**src/rtl/bcd_seq_converter.sv**
```systemverilog
// rtl/bcd_seq_converter.sv - sequential packed-BCD to binary converter, one digit per clock
module bcd_seq_converter #(
    parameter int DIGITS = 4,
    parameter int BIN_W  = 14
) (
    input  logic                  clk,
    input  logic                  rst_n,
    input  logic                  start,
    input  logic [4*DIGITS-1:0]   bcd_in,
    output logic                  busy,
    output logic                  done,
    output logic [BIN_W-1:0]      binary_out,
    output logic                  error
);

    localparam int CNT_W = (DIGITS > 1) ? $clog2(DIGITS) : 1;

    typedef enum logic [1:0] {
        IDLE = 2'd0,
        CONV = 2'd1,
        DONE = 2'd2
    } state_t;

    state_t                state;
    state_t                state_next;
    logic [4*DIGITS-1:0]   shreg;
    logic [BIN_W-1:0]      acc;
    logic [CNT_W-1:0]      cnt;

    logic [3:0]            digit;
    logic                  digit_bad;
    logic                  last_digit;
    logic [BIN_W-1:0]      acc_next;

    // The digit under conversion is always the top nibble of the shift register
    assign digit      = shreg[4*DIGITS-1 -: 4];
    assign digit_bad  = (digit > 4'd9);
    assign last_digit = (cnt == '0);
    // acc*10 + d, wrapping at BIN_W bits
    assign acc_next   = (acc << 3) + (acc << 1) + BIN_W'(digit);

    assign busy = (state != IDLE);
    assign done = (state == DONE);

    // State register
    always_ff @(posedge clk or negedge rst_n) begin
        if (!rst_n) begin
            state <= IDLE;
        end else begin
            state <= state_next;
        end
    end

    // Next-state logic: an invalid digit ends the conversion as early as the last digit does
    always_comb begin
        state_next = state;
        case (state)
            IDLE:    if (start) state_next = CONV;
            CONV:    if (digit_bad || last_digit) state_next = DONE;
            DONE:    state_next = IDLE;
            default: state_next = IDLE;
        endcase
    end

    // Datapath: operand capture, digit accumulation and result registers
    always_ff @(posedge clk or negedge rst_n) begin
        if (!rst_n) begin
            shreg      <= '0;
            acc        <= '0;
            cnt        <= '0;
            binary_out <= '0;
            error      <= 1'b0;
        end else begin
            case (state)
                IDLE: begin
                    if (start) begin
                        shreg <= bcd_in;
                        acc   <= '0;
                        cnt   <= CNT_W'(DIGITS - 1);
                    end
                end
                CONV: begin
                    if (digit_bad) begin
                        binary_out <= '0;
                        error      <= 1'b1;
                    end else begin
                        acc   <= acc_next;
                        shreg <= shreg << 4;
                        if (last_digit) begin
                            binary_out <= acc_next;
                            error      <= 1'b0;
                        end else begin
                            cnt <= cnt - CNT_W'(1);
                        end
                    end
                end
                default: ;
            endcase
        end
    end

endmodule

```
**config.mk**
```make
export PLATFORM = sky130hd
export DESIGN_NAME = bcd_seq_converter
export DESIGN_NICKNAME = d
export VERILOG_FILES = /design/src/rtl/bcd_seq_converter.sv
export SDC_FILE = /design/constraint.sdc
export NUM_CORES = 1
export LEC_CHECK = 0
export CAP_MARGIN = 0
export CORE_MARGIN = 2
export CORE_UTILIZATION = 35
export CTS_CLUSTER_DIAMETER = 100
export CTS_CLUSTER_SIZE = 14
export DETAILED_ROUTE_END_ITERATION = 7
export DONT_BUFFER_PORTS = 1
export SLEW_MARGIN = 20
export SYNTH_ARGS = -nofsm -noshare
export SYNTH_HDL_FRONTEND = slang
export SYNTH_SLANG_ARGS = --single-unit
export TNS_END_PERCENT = 30
```
**constraint.sdc**
```tcl
create_clock -name clk -period 2.62 [get_ports clk]
set_clock_uncertainty 0.2 [all_clocks]
set_input_delay 0.786 -clock clk [delete_from_list [all_inputs] [get_ports clk]]
set_output_delay 0.786 -clock clk [all_outputs]
set_load 0.01 [all_outputs]
```
==> impl.org, run 1 <==
** Placed design
- Before CTS, the worst setup slack after placement is -124 ps.
- In this run the tool buffered the top-level ports with 0 buffer cells.
- Placement-stage cell area :: 2900 sq um
- The wire-length estimate of the detail-placed layout is 4230 um.
- The congestion estimate from routability-driven global placement came to 0.884.

** Global routing
- Number of global-route vias before repair :: 1985
- Global routing finished with a remaining overflow of 0.
- Entering global routing, the biggest net connects 49 pins.
- Global-route wire length before repair :: 9760 um
- Total Routing Usage GR :: 14.7%
- The initial antenna violation count is 0.

** Critical path
- In this run the worst path has a maximum fanout of 3.
- Number of cell instances on the worst register-to-register path :: 10
- Critical path startpoint category :: flip-flop
- Required time of the critical path :: 2620 ps
- Data arrival time of the worst path :: 2750 ps
- Worst Setup End Kind :: flip-flop
- Type of the worst setup path :: flip-flop to flip-flop

** Detailed routing
- Via density per instance :: 5.26
- After the first detailed-routing iteration, the DRC count stood at 74.
- DR DRC count :: 0
- Dividing the detail-routed wire length by the instance count gives 15.5 um.
- After detailed routing, the total wire length is 5860 um.
- First-pass iteration count of the detailed router :: 4
- The detailed router placed 1982 vias in this run.
- Count of nets left with antenna violations after detail routing :: 0

** Final layout
- Final design area excluding fillers :: 3190 sq um
- Total Nets Final :: 322
- Fill cells in the final layout number 733.
- Fraction of final layout cells sized beyond drive strength 1 :: 20.5%
- Post-Route Utilization :: 43.7%
- Synth-to-Final Area Change :: 19.7%
- The number of antenna diodes in the final layout is 0.

** Timing
- Shortest clock period the worst path allows after layout :: 2760 ps
- In the post-route analysis, the smallest setup slack over all paths is -135 ps.
- RSZ-0062 raised after global routing :: yes
- Measured against its own limit, the worst slew margin works out to 72.9%.
- Setup violations remaining at the end of the flow were counted as 9.
- Fmax :: 363 MHz
- Of the available clock period, the critical path in the final layout requires 105%.
- Final hold analysis gives a worst-case slack of 120 ps.
- Max Transition Viols Final :: 0
- For the pin with the worst max-slew slack, the measured transition is 401 ps.
- The hold violation count in the final report is 0.

** Synth
- The number of nets in the synthesized netlist is 302.
- For this run, the number of Yosys warnings is 0.
- In the synthesized netlist the dominant register cell turns out to be sky130_fd_sc_hd__dfrtp_1.
- Yosys reg bits :: 48
- Synthesis produced a netlist whose cell count is 258.
- In this run the biggest area consumer among cell types represents 45.1% of the synthesized area.
- Number of distinct library cells after synthesis :: 42
- Async set or reset register ratio after synthesis :: 100%
- Average cell area after synthesis :: 10.3 sq um
- Sequential element share of the synthesized area :: 45.1%
- The synthesized netlist occupies a cell area of 2660 sq um.
- The synthesized design contains 0 enable-type register cells.
- Cells taking the most area after synthesis :: sky130_fd_sc_hd__dfrtp_1, sky130_fd_sc_hd__ha_1, sky130_fd_sc_hd__nand2_1
- Top cell type by total area after synthesis :: sky130_fd_sc_hd__dfrtp_1

** Clocking
- The later pin in the worst-skew pair is clocked with a latency of 300 ps.
- The clock net in this run drives a total of 48 sinks.
- The H-tree was split into 2 levels.
- Clock input transition at the sequential cells of the worst setup and hold paths :: 90 ps
- The cell sitting at the root of the clock tree is a sky130_fd_sc_hd__clkbuf_8.
- Number of buffers inserted during clock tree synthesis :: 5
- No sink is reached through more buffers than the 2 on the longest clock path.
- CTS tree :: built

** Status
- Result of the run :: finished, violations left
- Violated checks :: setup timing

** Min path
- The min-delay analysis places its worst path in the category primary input to asynchronous set/reset pin.

** Power
- Summed over all cells, the static leakage comes to 1.52 nW.
- Worst IR Drop VDD :: 496 uV
- Power density over the cells :: 1220 nW/um^2

** Die
- In this run the vertical extent of the chip is 91.2 um.
- Row count :: 31
- The floorplan step defined a die boundary enclosing 8320 sq um.
- The floorplan step defined a core boundary enclosing 7290 sq um.
- Measured along the x axis, the die boundary spans 91.2 um.
- Starting Density :: 36.5%
- IO Count :: 36

** Job
- Max-capacitance violation count :: 0
[worst max-delay path, cell delays in order, from the launching register on]
cell	delay (ps)
sky130_fd_sc_hd__dfrtp_1	380
sky130_fd_sc_hd__inv_2	50
sky130_fd_sc_hd__fa_1	540
sky130_fd_sc_hd__inv_1	50
sky130_fd_sc_hd__ha_1	260
sky130_fd_sc_hd__a21o_2	240
sky130_fd_sc_hd__nand4_4	100
sky130_fd_sc_hd__buf_6	130
sky130_fd_sc_hd__a211oi_4	50
sky130_fd_sc_hd__or3_1	400
sky130_fd_sc_hd__a32o_1	250
[registers in the layout, summed over array words and instances (netlist names)]
signal      flops
cnt             2
shreg          16
state           2
binary_out     14
acc            13
error           1
[cell usage after synthesis, types with 2 or more instances]
| library cell | number |
|---|---|
| sky130_fd_sc_hd__a21o_1 | 3 |
| sky130_fd_sc_hd__a21oi_1 | 8 |
| sky130_fd_sc_hd__a21oi_2 | 3 |
| sky130_fd_sc_hd__a22o_1 | 11 |
| sky130_fd_sc_hd__a32o_1 | 3 |
| sky130_fd_sc_hd__a32o_2 | 3 |
| sky130_fd_sc_hd__and3_1 | 2 |
| sky130_fd_sc_hd__buf_2 | 6 |
| sky130_fd_sc_hd__buf_4 | 2 |
| sky130_fd_sc_hd__clkbuf_1 | 2 |
| sky130_fd_sc_hd__dfrtp_1 | 48 |
| sky130_fd_sc_hd__fa_1 | 2 |
| sky130_fd_sc_hd__ha_1 | 23 |
| sky130_fd_sc_hd__inv_1 | 11 |
| sky130_fd_sc_hd__mux2i_1 | 12 |
| sky130_fd_sc_hd__nand2_1 | 42 |
| sky130_fd_sc_hd__nand2b_1 | 4 |
| sky130_fd_sc_hd__nor2_1 | 5 |
| sky130_fd_sc_hd__nor2b_1 | 2 |
| sky130_fd_sc_hd__nor4b_1 | 2 |
| sky130_fd_sc_hd__o211ai_1 | 4 |
| sky130_fd_sc_hd__o21a_1 | 3 |
| sky130_fd_sc_hd__o21ai_0 | 7 |
| sky130_fd_sc_hd__o21ai_1 | 23 |
| sky130_fd_sc_hd__o31ai_1 | 3 |
| sky130_fd_sc_hd__or3_1 | 3 |
| sky130_fd_sc_hd__xnor2_1 | 5 |
| sky130_fd_sc_hd__xor2_1 | 2 |
[layout make-up]
type	count	area [sq um]	area share, %
clock buffer	5	68.8	2.16
clock inverter	2	60.1	1.89
inverter	12	45.0	1.41
multi-input combinational	188	1470	46.3
sequential	48	1200	37.7
tap	99	124	3.89
timing repair buffer	23	213	6.68
[cell families after synthesis]
logic type,synth area share [%]
adder cells (fa/ha/maj),12.3
AND/OR/NAND/NOR,11.8
multiplexers,4.51
buffers and inverters,3.67
flip-flops,45.1
XOR/XNOR,2.30
AO/OA/AOI/OAI,20.3
[repair_timing]
| item | CTS | global route |
|---|---|---|
| cloned | 0 | 0 |
| hold endpoints to repair | 48 | 0 |
| hold buffers | 1 | 0 |
| pin swaps | 3 | 15 |
| resized for setup | 4 | 18 |
| setup endpoints to repair | 9 | 13 |
| buffers inserted | 1 | 4 |
[through the flow]
step,power [mW],std cells,setup TNS (ps)
floorplan,2.67,258,-12.5
global placement,3.13,364,-246
detailed placement,3.18,364,-592
CTS,3.83,373,-437
global route,4.21,377,-1750
finish,3.88,377,-695
[layout by cell type (no fill, tap or decap), types with 5 or more instances in the layout]
cell type / n
sky130_fd_sc_hd__dfrtp_1: 48
sky130_fd_sc_hd__mux2i_1: 12
sky130_fd_sc_hd__nor2_1: 5
sky130_fd_sc_hd__o21ai_1: 24
sky130_fd_sc_hd__clkbuf_8: 5
sky130_fd_sc_hd__xnor2_1: 5
sky130_fd_sc_hd__buf_4: 19
sky130_fd_sc_hd__o21ai_0: 6
sky130_fd_sc_hd__a22o_1: 11
sky130_fd_sc_hd__nand2_1: 41
sky130_fd_sc_hd__ha_1: 23
sky130_fd_sc_hd__a21oi_1: 7
sky130_fd_sc_hd__inv_1: 8
[path summary, 6_finish.rpt]
kind / start / endpoint / slack, ps
max: shreg[15] / acc[11] / -140
max in group asynchronous: rst_n / shreg[1] / 1870
max reg2reg: shreg[15] / acc[11] / -140
min: rst_n / binary_out[3] / 120
min reg2reg: shreg[10] / shreg[10] / 290
min in group clk: shreg[10] / shreg[10] / 290
[report_power, final]
part           leakage, nW  internal (mW)  switching, mW
Sequential           0.622           1.04          0.248
Clock               0.0642          0.376          0.247
Combinational        0.833          0.851           1.12
Total                 1.52           2.27           1.61
[metal layers]
layer	up-vias	routed length [um]	global-route usage (%)
li1	964	-	-
met1	961	2600	18.7
met2	53	2860	24.8
met3	4	352	3.65
met4	0	53	4.29
met5	-	0	0
(Power assumes the default switching activity.)
==> run 2, diff against run 1 <==
--- a/config.mk
+++ b/config.mk
@@ -12,6 +12,7 @@
 export CTS_CLUSTER_SIZE = 14
 export DETAILED_ROUTE_END_ITERATION = 7
 export DONT_BUFFER_PORTS = 1
+export PLACE_DENSITY = 0.6
 export SLEW_MARGIN = 20
 export SYNTH_ARGS = -nofsm -noshare
 export SYNTH_HDL_FRONTEND = slang
==> results of run 2 <==
Same layout as run 1: the final DEF is identical, and so are final timing and power.
==> run 3, diff against run 2 <==
--- a/config.mk
+++ b/config.mk
@@ -6,6 +6,7 @@
 export NUM_CORES = 1
 export LEC_CHECK = 0
 export CAP_MARGIN = 0
+export CORE_ASPECT_RATIO = 1.1
 export CORE_MARGIN = 2
 export CORE_UTILIZATION = 35
 export CTS_CLUSTER_DIAMETER = 100
==> constraint.sdc (replaced) <==
create_clock -name clk -period 2.4 [get_ports clk]
set_clock_uncertainty 0.2 [all_clocks]
set_input_delay 0.72 -clock clk [delete_from_list [all_inputs] [get_ports clk]]
set_output_delay 0.72 -clock clk [all_outputs]
set_load 0.01 [all_outputs]
==> impl.org, run 3 (same netlist as run 1, synthesis figures left out) <==
** Detailed routing
- Final wirelength :: 5900 um
- Iteration-0 DRC count of the detailed router :: 81
- Dividing the detail-routed via count by the number of cells gives 5.30.
- Once detail routing completed, the nets flagged for antenna violations numbered 0.
- In the routed design, unresolved DRC markers number 0.
- The detailed router placed 2009 vias in this run.
- The first TritonRoute pass finished after 4 iterations.
- Routed length per instance :: 15.6 um

** Timing
- RSZ-0062 raised after global routing :: yes
- Fmax :: 367 MHz
- Final count of hold timing violations :: 0
- After layout, the worst setup slack is -323 ps.
- Shortest clock period the worst path allows after layout :: 2720 ps
- The final count of pins violating max slew came to 0.
- Worst slew pin tran :: 721 ps
- Tightest slew margin relative to the limit :: 51.6%
- Setup violations, final :: 14
- Of the available clock period, the critical path in the final layout requires 113%.

** Global routing
- Largest net degree at the start of global routing :: 49
- Remaining global-route overflow :: 0
- The initial antenna violation count is 0.
- The number of global-route vias before repair came to 2085.
- Global routing used 15.5% of the available tracks.
- The first global-routing pass estimated 10100 um of wire.

** Die
- IO Count :: 36
- The floorplan step set the die width to 87.1 um.
- Row count :: 33
- The die covers 8320 sq um.
- From bottom edge to top edge, the die measures 95.5 um.
- Core Footprint :: 7430 sq um
- The initial utilization of the core area, before any placement, comes to 35.8%.

** Power
- In this run the static leakage power is 1.57 nW.
- Total internal power :: 2.57 mW
- Clock network fraction of design power :: 14.0%
- Worst IR Drop VDD :: 629 uV
- Part of the total power dissipated in combinational logic :: 54.3%
- Switch share :: 41.6%
- For this design the total switching power over the nets is 1.83 mW.
- Power density over the cells :: 1340 nW/um^2
- Of the total power, registers draw 31.7%.

** Final layout
- Top register by number of flip-flops :: shreg
- Most frequent cells in the layout :: sky130_fd_sc_hd__dfrtp_1, sky130_fd_sc_hd__nand2_1, sky130_fd_sc_hd__buf_4
- Cells fill 44.2% of the core in the end.
- Fraction of final layout cells sized beyond drive strength 1 :: 24.7%
- Count of antenna diodes in the layout :: 0
- In the final layout, the registers with the most flip-flops are shreg (16), binary_out (14), acc (13).
- Flip-flop count of the largest register, all copies and words added :: 16
- For this run, the post-layout net count is 335.
- Most common cell after layout, fill and taps aside :: sky130_fd_sc_hd__dfrtp_1
- Relative to the synthesized area, the layout overhead comes to 23.4%.
- Filler Cells Inserted :: 709
- In the final layout, flip-flops and latches occupy 1200 sq um.
- Final design area excluding fillers :: 3280 sq um
- In the final layout, the multi-input gates occupy 1500 sq um.

** Placed design
- GPL Wtd Cong :: 0.921
- The placed instances occupy a cell area of 3000 sq um.
- Number of input and output port buffers inserted :: 0
- Placed wire-length estimate :: 4350 um

** Critical path
- In this run the worst path has a maximum fanout of 4.
- Worst Setup End Kind :: flip-flop
- The critical path is of the flip-flop to flip-flop type.
- Critical path startpoint category :: flip-flop
- Required time of the critical path :: 2390 ps
- On the worst path, the slowest cell contributes a delay of 570 ps.
- Crit path top cell by count :: sky130_fd_sc_hd__inv_2
- Cells along the critical path :: inv_2, fa_1, inv_2, ha_4, a21o_4, nand4_4, buf_4, a211oi_4, or3_4, a32o_2
- Slowest CP cell :: sky130_fd_sc_hd__fa_1
- Data on the critical path arrives at its endpoint at 2720 ps.

** Clocking
- Clock input transition at the sequential cells of the worst setup and hold paths :: 90 ps
- Buffers inserted during clock tree synthesis total 5.
- Total clock sinks :: 48
- The H-tree was split into 2 levels.
- No sink is reached through more buffers than the 2 on the longest clock path.
- Cell at the root of the clock tree :: sky130_fd_sc_hd__clkbuf_8
- Clock latency on the worst-skew pair, taken at its later pin, is 300 ps.
- TritonCTS built the clock tree.

** Min path
- Worst hold path class :: primary input to asynchronous set/reset pin

** Status
- Violated checks :: setup timing
- Result of the run :: finished, violations left

** Job
- Max-capacitance violation count :: 0
==> run 3: cell types whose count changed in the layout (fill, tap and decap cells not counted), sizes merged <==
cell,before,now
bufinv,2,1
clkinv,0,1
buf,23,36
clkbuf,5,6
==> run 3: area by class of cell <==
class                   instances  area share [%]
inverters                      12            1.37
flip-flops and latches         48            36.6
multi-input cells             188            45.8
clock buffers                   6            2.52
well taps                      87            3.32
repair buffers                 36            9.22
clock inverters                 2            1.18
==> run 3: what timing repair did <==
action                                  CTS  global route
hold buffers                              1             0
endpoints found under the setup margin   15            17
buffers inserted                          1             3
pin swaps                                 3             9
gates resized for setup                   7            14
endpoints found under the hold margin    48             0
==> run 3: worst max-delay path: cells and delay by family, from the launching register on <==
family / cells / cell delay (ps)
buffers and inverters: 3 / 240
adders and majority gates: 2 / 780
AOI/OAI and AO/OA: 3 / 530
and+or+nand+nor: 2 / 480
DFF: 1 / 380
==> run 3: final timing paths <==
path / slack (ps) / end / cells after the start / start
worst max register to register: -320 / binary_out[11] / 10 / shreg[15]
min in group clk: 300 / shreg[4] / 2 / shreg[4]
worst min register to register: 300 / shreg[4] / 2 / shreg[4]
worst min-delay path: 60 / acc[5] / 1 / rst_n
max in group asynchronous: 1710 / state[0] / 1 / rst_n
worst max-delay path: -320 / binary_out[11] / 10 / shreg[15]
==> run 3: through the flow <==
step / hold WS (ps) / total power [mW] / instances / setup TNS (ps) / setup slack (ps)
finish: 60.5 / 4.40 / 379 / -2470 / -323
CTS: 65.5 / 4.34 / 376 / -2600 / -311
floorplan: 224 / 2.92 / 258 / -1060 / -202
global placement: 226 / 3.58 / 366 / -1890 / -228
global route: 59.5 / 4.78 / 379 / -3930 / -413
detailed placement: 225 / 3.64 / 366 / -2520 / -296
==> run 3: metal layers <==
metal  up-vias  global-route usage [%]  share of wire (%)
met1       963                    20.7                 46
met2        49                    25.9                 49
met3         6                    3.64                4.2
met5         -                       0                  0
met4         0                    3.08               0.86
li1        991                       -                  -
==> run 3: power groups by stage <==
stage                     registers [mW]  logic (mW)  clock network (mW)
after floorplan                     1.36        1.56                   0
after global placement              1.40        2.17                   0
after detailed placement            1.42        2.22                   0
after CTS                           1.40        2.30               0.630
after global routing                1.45        2.67               0.666
final                               1.40        2.39               0.616
